## src/rtl/sysbus_arbiter.sv

```systemverilog
// sysbus_arbiter: two-port round-robin request arbiter in front of a shared bus, with an
// outstanding-read tag table that steers multi-beat responses back to the issuing port.
module sysbus_arbiter #(
  parameter int unsigned DATA_WIDTH  = 64,
  parameter int unsigned TAG_WIDTH   = 13,
  parameter int unsigned RESP_BEATS  = 8,
  parameter int unsigned OUTSTANDING = 4
) (
  input  logic                  clk,
  input  logic                  reset,
  // requester port 0
  input  logic                  p0_reqcyc,
  input  logic [DATA_WIDTH-1:0] p0_req,
  input  logic [TAG_WIDTH-1:0]  p0_reqtag,
  input  logic                  p0_reqrd,
  input  logic                  p0_reqlast,
  output logic                  p0_reqack,
  output logic                  p0_respcyc,
  output logic [DATA_WIDTH-1:0] p0_resp,
  output logic [TAG_WIDTH-1:0]  p0_resptag,
  input  logic                  p0_respack,
  // requester port 1
  input  logic                  p1_reqcyc,
  input  logic [DATA_WIDTH-1:0] p1_req,
  input  logic [TAG_WIDTH-1:0]  p1_reqtag,
  input  logic                  p1_reqrd,
  input  logic                  p1_reqlast,
  output logic                  p1_reqack,
  output logic                  p1_respcyc,
  output logic [DATA_WIDTH-1:0] p1_resp,
  output logic [TAG_WIDTH-1:0]  p1_resptag,
  input  logic                  p1_respack,
  // shared bus
  output logic [DATA_WIDTH-1:0] req,
  output logic [TAG_WIDTH-1:0]  reqtag,
  output logic                  reqcyc,
  input  logic                  reqack,
  input  logic [DATA_WIDTH-1:0] resp,
  input  logic [TAG_WIDTH-1:0]  resptag,
  input  logic                  respcyc,
  output logic                  respack,
  // status
  output logic                  err_unmatched
);

  localparam int unsigned IdxW = (OUTSTANDING > 1) ? $clog2(OUTSTANDING) : 1;
  localparam int unsigned CntW = $clog2(RESP_BEATS + 1);

  localparam logic [0:0] StIdle = 1'b0;
  localparam logic [0:0] StBusy = 1'b1;

  // Request FSM state
  logic [0:0] state_q, state_d;
  logic       grant_q, grant_d;   // port holding the grant
  logic       rr_q, rr_d;         // port favoured on the next tie
  logic       first_q, first_d;   // next transferred beat is the first of the burst

  // Outputs stay quiet during reset and the first cycle after release
  logic out_en_q;
  logic en;

  logic err_q, err_d;

  // Outstanding-read table
  logic [OUTSTANDING-1:0] valid_q, valid_d;
  logic [OUTSTANDING-1:0] port_q, port_d;
  logic [TAG_WIDTH-1:0]   tag_q [OUTSTANDING];
  logic [TAG_WIDTH-1:0]   tag_d [OUTSTANDING];
  logic [CntW-1:0]        cnt_q [OUTSTANDING];
  logic [CntW-1:0]        cnt_d [OUTSTANDING];

  // Request-side decode
  logic       busy;
  logic       g_cyc, g_rd, g_last;
  logic       req_xfer;
  logic [1:0] elig;
  logic       winner;
  logic       alloc_ok;
  logic [IdxW-1:0] alloc_idx;
  logic       alloc;

  // Response-side decode
  logic            hit;
  logic [IdxW-1:0] hit_idx;
  logic            hit_port;
  logic            port_respack;
  logic            resp_xfer;

  assign en = out_en_q & reset;

  // Bus request mirrors whichever port holds the grant
  assign busy   = (state_q == StBusy);
  assign g_cyc  = grant_q ? p1_reqcyc  : p0_reqcyc;
  assign g_rd   = grant_q ? p1_reqrd   : p0_reqrd;
  assign g_last = grant_q ? p1_reqlast : p0_reqlast;
  assign req    = grant_q ? p1_req     : p0_req;
  assign reqtag = grant_q ? p1_reqtag  : p0_reqtag;

  assign reqcyc    = en & busy & g_cyc;
  assign p0_reqack = en & busy & ~grant_q & reqack;
  assign p1_reqack = en & busy & grant_q & reqack;
  assign req_xfer  = reqcyc & reqack;

  // Table lookups: lowest free entry for allocation, lowest matching entry for responses
  always_comb begin
    alloc_ok  = 1'b0;
    alloc_idx = '0;
    hit       = 1'b0;
    hit_idx   = '0;
    for (int i = int'(OUTSTANDING) - 1; i >= 0; i--) begin
      if (!valid_q[i]) begin
        alloc_ok  = 1'b1;
        alloc_idx = IdxW'(i);
      end
      if (valid_q[i] && (tag_q[i] == resptag)) begin
        hit     = 1'b1;
        hit_idx = IdxW'(i);
      end
    end
  end

  // A read needs a free entry at grant time; writes are always eligible
  assign elig[0] = p0_reqcyc & (~p0_reqrd | alloc_ok);
  assign elig[1] = p1_reqcyc & (~p1_reqrd | alloc_ok);
  assign winner  = (elig[0] & elig[1]) ? rr_q : elig[1];

  assign alloc = req_xfer & first_q & g_rd & alloc_ok;

  // Response routing to the owning port; unmatched beats are swallowed
  assign hit_port     = port_q[hit_idx];
  assign port_respack = hit_port ? p1_respack : p0_respack;

  assign p0_resp    = resp;
  assign p1_resp    = resp;
  assign p0_resptag = resptag;
  assign p1_resptag = resptag;

  assign p0_respcyc = en & respcyc & hit & ~hit_port;
  assign p1_respcyc = en & respcyc & hit & hit_port;
  assign respack    = en & respcyc & (hit ? port_respack : 1'b1);
  assign resp_xfer  = respcyc & respack;

  assign err_unmatched = err_q;

  // Request FSM: grant from IDLE, release after the last transferred beat
  always_comb begin
    state_d = state_q;
    grant_d = grant_q;
    rr_d    = rr_q;
    first_d = first_q;
    case (state_q)
      StIdle: begin
        if (|elig) begin
          state_d = StBusy;
          grant_d = winner;
          rr_d    = ~winner;
          first_d = 1'b1;
        end
      end
      StBusy: begin
        if (req_xfer) begin
          first_d = 1'b0;
          if (g_last) begin
            state_d = StIdle;
          end
        end
      end
      default: state_d = StIdle;
    endcase
  end

  // Table update: response retire and request allocation touch distinct entries
  always_comb begin
    valid_d = valid_q;
    port_d  = port_q;
    tag_d   = tag_q;
    cnt_d   = cnt_q;
    err_d   = err_q;
    if (resp_xfer) begin
      if (hit) begin
        cnt_d[hit_idx] = cnt_q[hit_idx] + 1'b1;
        if (cnt_q[hit_idx] == CntW'(RESP_BEATS - 1)) begin
          valid_d[hit_idx] = 1'b0;
        end
      end else begin
        err_d = 1'b1;
      end
    end
    if (alloc) begin
      valid_d[alloc_idx] = 1'b1;
      port_d[alloc_idx]  = grant_q;
      tag_d[alloc_idx]   = reqtag;
      cnt_d[alloc_idx]   = '0;
    end
  end

  // State registers with synchronous active-low reset
  always_ff @(posedge clk) begin
    if (!reset) begin
      state_q  <= StIdle;
      grant_q  <= 1'b0;
      rr_q     <= 1'b0;
      first_q  <= 1'b0;
      out_en_q <= 1'b0;
      err_q    <= 1'b0;
      valid_q  <= '0;
      port_q   <= '0;
      for (int i = 0; i < int'(OUTSTANDING); i++) begin
        tag_q[i] <= '0;
        cnt_q[i] <= '0;
      end
    end else begin
      state_q  <= state_d;
      grant_q  <= grant_d;
      rr_q     <= rr_d;
      first_q  <= first_d;
      out_en_q <= 1'b1;
      err_q    <= err_d;
      valid_q  <= valid_d;
      port_q   <= port_d;
      tag_q    <= tag_d;
      cnt_q    <= cnt_d;
    end
  end

endmodule

```

## config.mk

```make
export PLATFORM = sky130hd
export DESIGN_NAME = sysbus_arbiter
export DESIGN_NICKNAME = d
export VERILOG_FILES = /design/src/rtl/sysbus_arbiter.sv
export SDC_FILE = /design/constraint.sdc
export NUM_CORES = 1
export LEC_CHECK = 0
export BUFFER_PORTS_ARGS = -buffer_cell sky130_fd_sc_hd__buf_2
export CELL_PAD_IN_SITES_DETAIL_PLACEMENT = 0
export CELL_PAD_IN_SITES_GLOBAL_PLACEMENT = 1
export CORE_AREA = 2 2 188 190
export DETAILED_ROUTE_END_ITERATION = 12
export DIE_AREA = 0 0 190 192
export GPL_TIMING_DRIVEN = 0
export HOLD_SLACK_MARGIN = 0.06
export PLACE_DENSITY = 0.63
export SYNTH_ARGS = -nofsm -noshare
export SYNTH_HDL_FRONTEND = slang
export SYNTH_SLANG_ARGS = --single-unit
```

## constraint.sdc

```tcl
create_clock -name clk -period 3 [get_ports clk]
set_input_delay 0.45 -clock clk [delete_from_list [all_inputs] [get_ports clk]]
set_output_delay 0.45 -clock clk [all_outputs]
set_load 0.05 [all_outputs]
```

==> reports/results.txt <==
Outcome = finished with violations
Failing checks = setup timing
Max-slew headroom = 0.4231
WL final = 33.25 mm
Data required time of the worst path = 2.55 ns
Avg WL per Cell = 20.27 microns
Post-DP HPWL = 28.58 mm
Die Area = 0.03648 sq mm
GRT Util Overall = 0.1684
Nets@finish = 1416
Switch share = 0.3982
Vias in the first global route = 6316
Share of cells above drive strength 1 = 0.6395
Worst-Skew Late Latency = 0.35 ns
CTS Buffer Depth = 2
DRT Pass-1 Iters = 5
Synth Area per Inst = 8.966 sq um
Critical Path AT = 2.70 ns
Mux cell area share after synthesis = 0.1586
Adder-Cell Fraction of Synth Area = 0.001901
Port-buffer cells = 403
Max cap viols = 0
Largest net degree at the start of global routing = 15
CTS root buffer = clkbuf_16
GP Congestion = 0.8835
Synth Warn # = 0
Multi-input logic area = 0.003730 sq mm
Min-delay worst type = in2reg
Leakage = 5.334 nW
Die height = 192 microns
Drt first-iter violations = 344
Critical Path Source Type = flop
Internal power = 2.310 mW
Max Slew Vio Count = 0
Post-route ant nets = 0
Clk pwr share = 0.316
Area after DPL = 0.009185 sq mm
Slowest stage delay, CP = 0.60 ns
Unrepaired setup endpoints after global routing = true
Hold buffer count at CTS = 0
Antenna violations before repair = 19
Synthesized Nets = 978
Clock Skew = 0.01090 ns
Most used cell, CP = nor2_4
Tightest Pin Transition = 0.8654 ns
Async set or reset register ratio after synthesis = 0
Core ar. = 0.03429 sq mm
Drt drc = 0
Number of synthesized flops with an enable pin = 0
Inst Count DP = 1592
DR vias/cell = 4.184
Final setup viols = 3
CTS tree = done
Final WS setup = -0.1519 ns
Post-synthesis sequential area ratio = 0.2494
Seq pwr share = 0.286
Synth Instances = 734
Crit path kind = reg2out
Cts bufs inserted = 9
CP Capture Type = primary output
PwrDens = 383.4 mW/mm^2
Final Hold Fails = 0
CP bufs+invs = 1
Final hold slack = 0.2410 ns
Row count = 68
Synthesized cell area = 0.006581 sq mm
Fillers = 3764
Cell chain of the critical path = xnor2_2, nand4_1, or4_4, a31oi_4, or2_4, a31o_4, nor2_4, nor2_4, buf_8
CTS clk-pin slew, worst paths = 0.07 ns
CTS Sinks = 82
CP Max Fanout = 6
Die width = 190 microns
Post-Synth Simple-Gate Area = 0.1464
Crit path max-delay family = simple AND/OR/NAND/NOR gates
Ys flop type = dfxtp_1
Max Fclk = 0.3173 GHz
Initial Util = 0.1919
Distinct cells, synth = 61
Fin crit period = 3.152 ns
Final core utilization = 0.2920
Post-route insts no fill = 1640
Post-Synth XOR/XNOR Area = 0.08213
IO Pins = 481
Most frequent cells in the layout = buf_2, buf_4, dfxtp_1
Comb power frac = 0.397
P_sw = 1.528 mW
Main combinational cell family by area after synthesis = buffers and inverters
Register bit count reported by yosys = 82
Peak VDD IR = 0.2150 mV
Via count = 6861
Compound-cell area share of the yosys netlist = 0.1363
Final period util = 1.051
P&R area growth vs syn = 52.11%
Finished Cell Area = 0.01001 sq mm
Reg-to-reg slack, setup = -0.02 ns
FF/Latch Area = 0.001647 sq mm
Commonest non-fill, non-tap cell in the layout = buf_2
Remaining global-route overflow = 0
First-pass GRT wire length = 43.53 mm
Critical Path Slowest Stage Cell = or4_4
CTS H-tree depth = 3
==> power by group through the flow <==
stage	clock network [mW]	logic (mW)	registers [mW]
6_report	1.21	1.52	1.10
5_1_grt	1.28	1.59	1.10
3_5_place_dp	0	1.51	1.12
3_3_place_gp	0	1.51	1.12
2_1_floorplan	0	1.13	1.13
4_1_cts	1.23	1.53	1.10
==> path summary, 6_finish.rpt <==
path                                start          to  cells past startpoint
worst max-delay path            tag_q[29]     respack                      9
worst min-delay path                reset    out_en_q                      1
worst max register to register  tag_q[29]  valid_q[1]                     14
worst min register to register   cnt_q[5]    cnt_q[5]                      2
==> cell usage after synthesis, drive strengths merged (3+ instances only) <==
| library cell | number | area (sq um) |
|---|---|---|
| nor4 | 8 | 65.06 |
| buf | 174 | 1321 |
| and3 | 5 | 31.28 |
| nor2 | 24 | 92.59 |
| a21oi | 14 | 70.07 |
| xnor2 | 54 | 540.5 |
| clkbuf | 23 | 86.33 |
| a31oi | 3 | 33.78 |
| nand3 | 10 | 50.05 |
| o21ai | 14 | 73.82 |
| dfxtp | 82 | 1642 |
| nand2 | 74 | 285.3 |
| inv | 20 | 75.07 |
| mux2 | 64 | 720.7 |
| o211a | 54 | 540.5 |
| mux2i | 31 | 322.8 |
| nand4 | 23 | 143.9 |
| nor3b | 3 | 32.53 |
| o211ai | 4 | 45.05 |
| or2 | 4 | 27.53 |
| nor2b | 8 | 50.05 |
| nor3 | 9 | 55.05 |
==> stage by stage <==
step | TNS [ns] | worst slack [ns] | power [mW]
2_1_floorplan | -0.09180 | -0.09180 | 2.252
3_3_place_gp | -26.77 | -0.6933 | 2.634
3_5_place_dp | -29.78 | -0.7016 | 2.633
4_1_cts | -0.1539 | -0.1539 | 3.854
5_1_grt | -0.7633 | -0.1958 | 3.970
6_report | -0.2718 | -0.1519 | 3.838
==> repair_timing <==
item,CTS,global route
gates resized for setup,40,26
endpoints found under the setup margin,140,58
setup buffers,14,13
pin swaps,26,14
cloned,0,0
==> registers in the layout (all words and copies together) (netlist names), 4 cells and up <==
name	cells
valid_q	4
tag_q	52
cnt_q	16
port_q	4
==> kinds of logic (layout without fill, tap and decap cells) <==
logic type	Yosys count	count (layout)
compound gates	101	101
xor+xnor	54	54
fa+ha+maj	1	1
buf+inv	217	659
flops	82	82
mux	95	95
other cells	0	9
simple gates	184	184
==> worst reg2reg max path, cell delays in order, from the launching register on <==
cell	delay [ns]
dfxtp_2	0.34
xnor2_2	0.21
nand4_1	0.16
or4_4	0.60
a31oi_4	0.24
buf_4	0.15
buf_6	0.10
o32a_2	0.13
o21a_1	0.17
ha_4	0.19
o21ai_1	0.09
nor3_2	0.19
buf_4	0.16
nand2b_1	0.06
o211a_1	0.12
==> final cells by class <==
cell class              count  share of cell area
multi-input cells         435              0.3726
repair buffers            430              0.2243
flip-flops and latches     82              0.1645
plain buffers             194              0.1404
well taps                 455             0.05687
clock buffers               9             0.02250
clock inverters             6            0.009124
inverters                  20            0.007499
diodes                      9            0.002250
==> per-layer routing <==
metal  GRT usage  up-vias  part of all wire
li1            -     3277                 -
met1      0.2012     3227              0.39
met2      0.2499      275              0.43
met3      0.1124       50              0.16
met4     0.03459       32             0.017
met5           0        -            0.0072
Note: power is estimated with default switching activity, not from simulation.
